<file path="src/rtl/onehot_encoder_pipe.sv">
// Purpose: one-hot to binary index encoder (MSB-first: bit WIDTH-1 -> index 0) with a not-one-hot flag and saturating error count.
// Latency: 2 cycles (vector accepted at edge N gives out_valid=1 after edge N+1); 1 vector/cycle when out_ready=1.
// Backpressure: valid/ready on both sides; in_ready is combinational from out_ready, stages hold while the output is stalled.
//
// Ports:
//   clk, reset                         clock, synchronous active-high reset
//   in_valid/in_ready/in_onehot        upstream handshake and select vector
//   out_valid/out_ready/out_idx/out_err downstream handshake, encoded index, not-one-hot flag
//   err_clr/err_count                  clear and value of the errored-transfer counter
module onehot_encoder_pipe #(
   parameter int WIDTH = 32,
   parameter int IDX_W = 5,
   parameter int CNT_W = 8
) (
   input  logic             clk,
   input  logic             reset,
   input  logic             in_valid,
   output logic             in_ready,
   input  logic [WIDTH-1:0] in_onehot,
   output logic             out_valid,
   input  logic             out_ready,
   output logic [IDX_W-1:0] out_idx,
   output logic             out_err,
   input  logic             err_clr,
   output logic [CNT_W-1:0] err_count
);

   localparam int GW  = WIDTH / 4;          // bits per group
   localparam int LW  = IDX_W - 2;          // local index width
   localparam int LWS = (LW > 0) ? LW : 1;  // storage width, WIDTH=4 leaves no local bits

   typedef struct packed {
      logic           any;
      logic           multi;
      logic [LWS-1:0] loc;
   } grp_t;

   logic             s1_valid;
   grp_t             s1_grp [4];
   grp_t             grp_c  [4];
   logic [GW-1:0]    gb     [4];
   logic             s2_load;
   logic             s1_load;
   logic [1:0]       sel;
   logic [2:0]       nset;
   logic [IDX_W-1:0] idx_c;
   logic             err_c;

   assign s2_load  = !out_valid || out_ready;
   assign s1_load  = !s1_valid || s2_load;
   assign in_ready = s1_load;

   // Group 0 holds the most significant bits, so it carries the lowest indices.
   always_comb begin
      for (int g = 0; g < 4; g++) begin
         gb[g] = in_onehot[WIDTH-1-g*GW -: GW];
      end
   end

   // Within a group, local position p corresponds to bit GW-1-p; scanning down
   // leaves the lowest local index (most significant set bit) as the winner.
   always_comb begin
      for (int g = 0; g < 4; g++) begin
         grp_c[g].any   = |gb[g];
         grp_c[g].multi = |(gb[g] & (gb[g] - GW'(1)));
         grp_c[g].loc   = '0;
         for (int p = GW - 1; p >= 0; p--) begin
            if (gb[g][GW-1-p]) begin
               grp_c[g].loc = LWS'(p);
            end
         end
      end
   end

   // Combine: lowest-numbered set group wins; error if zero or several
   // groups are set, or the winning group itself is multi-hot.
   always_comb begin
      sel  = '0;
      nset = '0;
      for (int g = 3; g >= 0; g--) begin
         if (s1_grp[g].any) begin
            sel = 2'(g);
         end
         nset = nset + 3'(s1_grp[g].any);
      end
      idx_c = (IDX_W'(sel) << LW) | IDX_W'(s1_grp[sel].loc);
      err_c = (nset != 3'd1) || s1_grp[sel].multi;
   end

   // Stage 1: per-group summaries; data only moves when a real vector arrives.
   always_ff @(posedge clk) begin
      if (reset) begin
         s1_valid <= 1'b0;
         for (int g = 0; g < 4; g++) begin
            s1_grp[g] <= '0;
         end
      end else if (s1_load) begin
         s1_valid <= in_valid;
         if (in_valid) begin
            for (int g = 0; g < 4; g++) begin
               s1_grp[g] <= grp_c[g];
            end
         end
      end
   end

   // Stage 2: output register; a bubble clears out_valid but keeps idx/err.
   always_ff @(posedge clk) begin
      if (reset) begin
         out_valid <= 1'b0;
         out_idx   <= '0;
         out_err   <= 1'b0;
      end else if (s2_load) begin
         out_valid <= s1_valid;
         if (s1_valid) begin
            out_idx <= idx_c;
            out_err <= err_c;
         end
      end
   end

   // Counts errored output transfers; clear beats a same-cycle increment.
   always_ff @(posedge clk) begin
      if (reset || err_clr) begin
         err_count <= '0;
      end else if (out_valid && out_ready && out_err && (err_count != '1)) begin
         err_count <= err_count + CNT_W'(1);
      end
   end

endmodule

</file>
<file path="config.mk">
export PLATFORM = sky130hd
export DESIGN_NAME = onehot_encoder_pipe
export DESIGN_NICKNAME = d
export VERILOG_FILES = /design/src/rtl/onehot_encoder_pipe.sv
export SDC_FILE = /design/constraint.sdc
export NUM_CORES = 1
export LEC_CHECK = 0
export CAP_MARGIN = 10
export CORE_UTILIZATION = 49
export DETAILED_ROUTE_END_ITERATION = 7
export HOLD_SLACK_MARGIN = 0.12
export PLACE_DENSITY = 0.8
export SLEW_MARGIN = 5
export SYNTH_ARGS = -nofsm -noshare
export SYNTH_HDL_FRONTEND = slang
export SYNTH_SLANG_ARGS = --single-unit
</file>
<file path="constraint.sdc">
create_clock -name clk -period 2.55 [get_ports clk]
set_input_delay 0.255 -clock clk [delete_from_list [all_inputs] [get_ports clk]]
set_output_delay 0.255 -clock clk [all_outputs]
set_load 0.03 [all_outputs]
</file>
Word-level counts from Yosys, hierarchy flattened
Memory sizes are Yosys's and may differ from the RTL's.
Index checks and enable logic that the tools add are counted.
- register bits after elaboration: 16
- RAM bits: 20
- output and inout port bits: 16
- memories kept: 1
- memory list (memory ; depth ; bits a word ; read ports ; clocked after memory_dff ; wr ports ; RTL line ; source):
    s1_grp ; 4 ; 5 ; 5 ; 0 ; 4 ; 39 ; grp_t s1_grp [4];
- add/subtract/negate cells: 8
- eq/ne operators: 2
- mux-type cells: 46
- bitwise logic cells: 9
- reduce and logical (&&, ||, !) cells: 18
- operators by type and width (kind ; count):
    $mux W3 ; 32
    $reduce_or A8 Y1 ; 8
    $and A8 B8 Y8 ; 4
    $sub A8 B1 Y8 const B ; 4
    $mux W5 ; 4
    $add A8 B1 Y8 const B ; 1
    $mux W2 ; 4
    $ne A8 B8 Y1 const B ; 1
    $mux W1 ; 6
    $or A5 B3 Y5 ; 1
    $logic_or A1 B1 Y1 ; 4
    $or A1 B1 Y1 ; 4
    $add A2 B1 Y3 ; 1
    $add A3 B1 Y3 ; 1
    $logic_and A1 B1 Y1 ; 3
    $ne A3 B1 Y1 const B ; 1
    $add A1 B1 Y2 ; 1
    $logic_not A1 Y1 ; 2
    $reduce_and A2 Y1 ; 1

Logic depth before layout (Yosys ltp)
- depth after elaboration: 9
- gate-level depth with buffers: 7

Worst setup path before layout
No wires, ideal clock.
- path type: register to register
- start point: mem s1_grp[1][4] in the netlist's numbering
- end point: reg out_err
- arrival: 1928 ps
- slack: 487 ps
- cell stages (with the launch flop): 8
- path buffers: 0
- period minus slack after synthesis: 2063 ps
- cells stage by stage: edfxtp_1 inv_1 fa_1 inv_1 ha_1 ha_1 nor4b_1 a311oi_1
- RTL lines (element ; RTL line ; source):
    from (decl) ; 39 ;
    to (signal assigned) ; 117 ; out_err <= err_c;
    to (decl) ; 23 ; output logic out_err,

==> qor.txt <==
Seq/Total Area, Yosys - 43.8%
Placement Rows - 23
Yosys reg bits - 36
headroom to the max-slew limit - 64.4%
critical path endpoint category - register
Setup crit start kind - register
cell area after synthesis - 2100 um^2
H-tree lvl count - 2
Synth Area in Compound Gates - 25.6%
CTS buffer count - 5
mux cell area share after synthesis - 0.476%
CP max FO - 8
WL/cell - 13.6 um
fmax - 436 MHz
Max Cap Viol - 0
die area - 4560 um^2
Hold Crit Depth - 2
core area - 4060 um^2
syn nets - 258
PwrDens - 467 nW/um^2
Pleak - 1.00 nW
worst vdd ir - 0.225 mV
most frequent cells after synthesis - nor2_1 (23), edfxtp_1 (20), a21oi_1 (19)
Finished Cell Area - 2750 um^2
Post-Synth Adder-Cell Area - 4.64%
worst hold endpoint - out_idx[1]
post-synth top area share - 28.5%
final setup TNS - 0 ns
Residual DRC - 0
YS warnings - 0
CP arrival - 2.46 ns
Least-Margin Pin Slew - 0.530 ns
largest family of logic cells by synthesized area - compound AO/OA/AOI/OAI gates
FFs w/ async S/R, synth - 0%
WL final - 4400 um
Worst R2R Setup Slack - 0.25 ns
Worst Path Required - 2.71 ns
Setup Slack @ Placement - 0.287 ns
Starting Density - 51.9%
Die W - 67.5 um
Initial DRC Count - 131
Synth Area per Inst - 9.70 um^2
share of post-route cells with drive strength above 1 - 6.23%
Post-CTS Setup Repair Bufs - 0
Cells after DPL - 315
Post-synth top flop - edfxtp_1
First-pass DRT Iterations - 4
first-pass GRT wire length - 6940 um
Hold Buf Count CTS - 0
Post-Synth XOR/XNOR Area - 1.66%
Post-Syn Instances - 217
Clk Latency, worst-skew pair - 0.29 ns
post-synthesis simple-gate area fraction - 20.1%
clock sinks - 36
I/O Buffers - 52
EDFF count, synth - 20
cell with the most instances after synthesis - nor2_1
status - complete, no violations
crit share post-route - 90.0%
post_cts resized - 0
reg2reg start - s1_grp[1][4]
Pins Over Slew Limit - 0
vias per cell - 5.75
setup ws final - 0.254 ns
CTS tree - yes
vias in the first global route - 1587
largest net degree at the start of global routing - 21
Unique masters post-synth - 51
Area contributors post-synth - edfxtp_1 (29%), dfxtp_1 (15%), a21oi_1 (4.5%), nor2_1 (4.1%), a2111oi_4 (2.6%)
Die Y - 67.5 um
Root Driver - clkbuf_8
final hold violations - 0
Cell Area, Placed - 2670 um^2
kind of critical path - register to register
GRT Resource Usage Total - 20.5%
worst hold start - out_idx[1]
ant diodes - 0
Placer Congestion - 0.808
fin nets - 313
Max Clock Skew - 0.00746 ns
RSZ-0062 raised after global routing - false
final worst path period need - 2.30 ns
vias - 1858
Max Root-Sink Buffers - 2
Setup violations, final - 0
Clock Pin Slew Worst Setup and Hold Paths - 0.07 ns
antenna violations before repair - 0
DP Wirelength - 3320 um
I/O pin cnt - 53
r2r endpoint - out_err
total power - 1.29 mW
Reg2Reg Depth - 7
cell taking the most area after synthesis - edfxtp_1
Area Overhead vs Synth - 30.9%
worst hold path type - register to register
non-filler instance count after layout - 323
Post-DRT Antenna Nets - 0
fillers - 338
total grt overflow - 0
## metrics by stage
stage               utilization, %  hold WS [ns]
finish                        67.9         0.456
global route                  67.9         0.468
CTS                           67.9         0.459
detailed placement            65.9         0.449
global placement              65.9         0.446
floorplan                        -         0.384
## layout make-up
cell class / count / area, um^2 / area share [%]
inverter: 11 / 41.3 / 1.50
tap: 50 / 62.6 / 2.27
clock inverter: 1 / 5.00 / 0.182
multi-input combinational: 163 / 1100 / 40.1
sequential: 36 / 921 / 33.4
clock buffer: 7 / 76.3 / 2.77
timing repair buffer: 55 / 543 / 19.7
## routing by layer
layer / global-route usage, % / share of wire (%)
met3: 3.55 / 5.0
met2: 33.0 / 48
met1: 26.7 / 46
met4: 8.78 / 1.2
met5: 0 / 0
## critical path: stages, from the launching register on
cell      delay, ns
edfxtp_1       0.47
inv_1          0.15
fa_1           0.56
inv_1          0.04
ha_1           0.17
ha_1           0.27
nor4b_1        0.36
a311oi_1       0.14
## flip-flops by register name, indices dropped and copies added (netlist names)
signal	count
err_count	8
out_err	1
out_idx	5
out_valid	1
s1_grp	20
s1_valid	1
## logic make-up after synthesis
logic type / count (synthesis)
buffers and inverters: 18
and+or+nand+nor: 78
adders and majority gates: 8
muxes: 1
xor gates and xnor gates: 4
DFF: 36
AOI/OAI and AO/OA: 72
## cell usage in the layout, fill, tap and decap left out, drive strengths merged, types with 4 or more instances in the layout
cell | synthesis | routed
o211ai | 6 | 6
o21bai | 4 | 4
nor3 | 7 | 7
clkbuf | 5 | 7
nor4 | 6 | 6
o31ai | 4 | 4
nor2 | 23 | 23
edfxtp | 20 | 20
o21a | 4 | 4
a2111oi | 4 | 4
clkdlybuf4s50 | 0 | 52
dfxtp | 16 | 16
o21ai | 11 | 11
or3 | 7 | 7
maj3 | 4 | 4
nand2 | 9 | 9
nor2b | 7 | 7
inv | 11 | 11
a21oi | 19 | 19
## report_power, final
| part | leakage [nW] | switching (mW) | internal [mW] |
|---|---|---|---|
| combinational | 0.608 | 0.124 | 0.119 |
| sequential | 0.350 | 0.0185 | 0.645 |
| clock | 0.0422 | 0.187 | 0.191 |
## how the worst max path moves through the flow
stage	start	to	slack (ns)
after floorplan	s1_grp[1][4]	out_err	0.49
after global placement	s1_grp[1][4]	out_err	0.42
after detailed placement	s1_grp[1][4]	out_err	0.29
after CTS	s1_grp[1][4]	out_err	0.24
after global routing	s1_grp[1][4]	out_err	0.15
final	s1_grp[1][4]	out_err	0.25
Power figures use the tool's default switching activity.
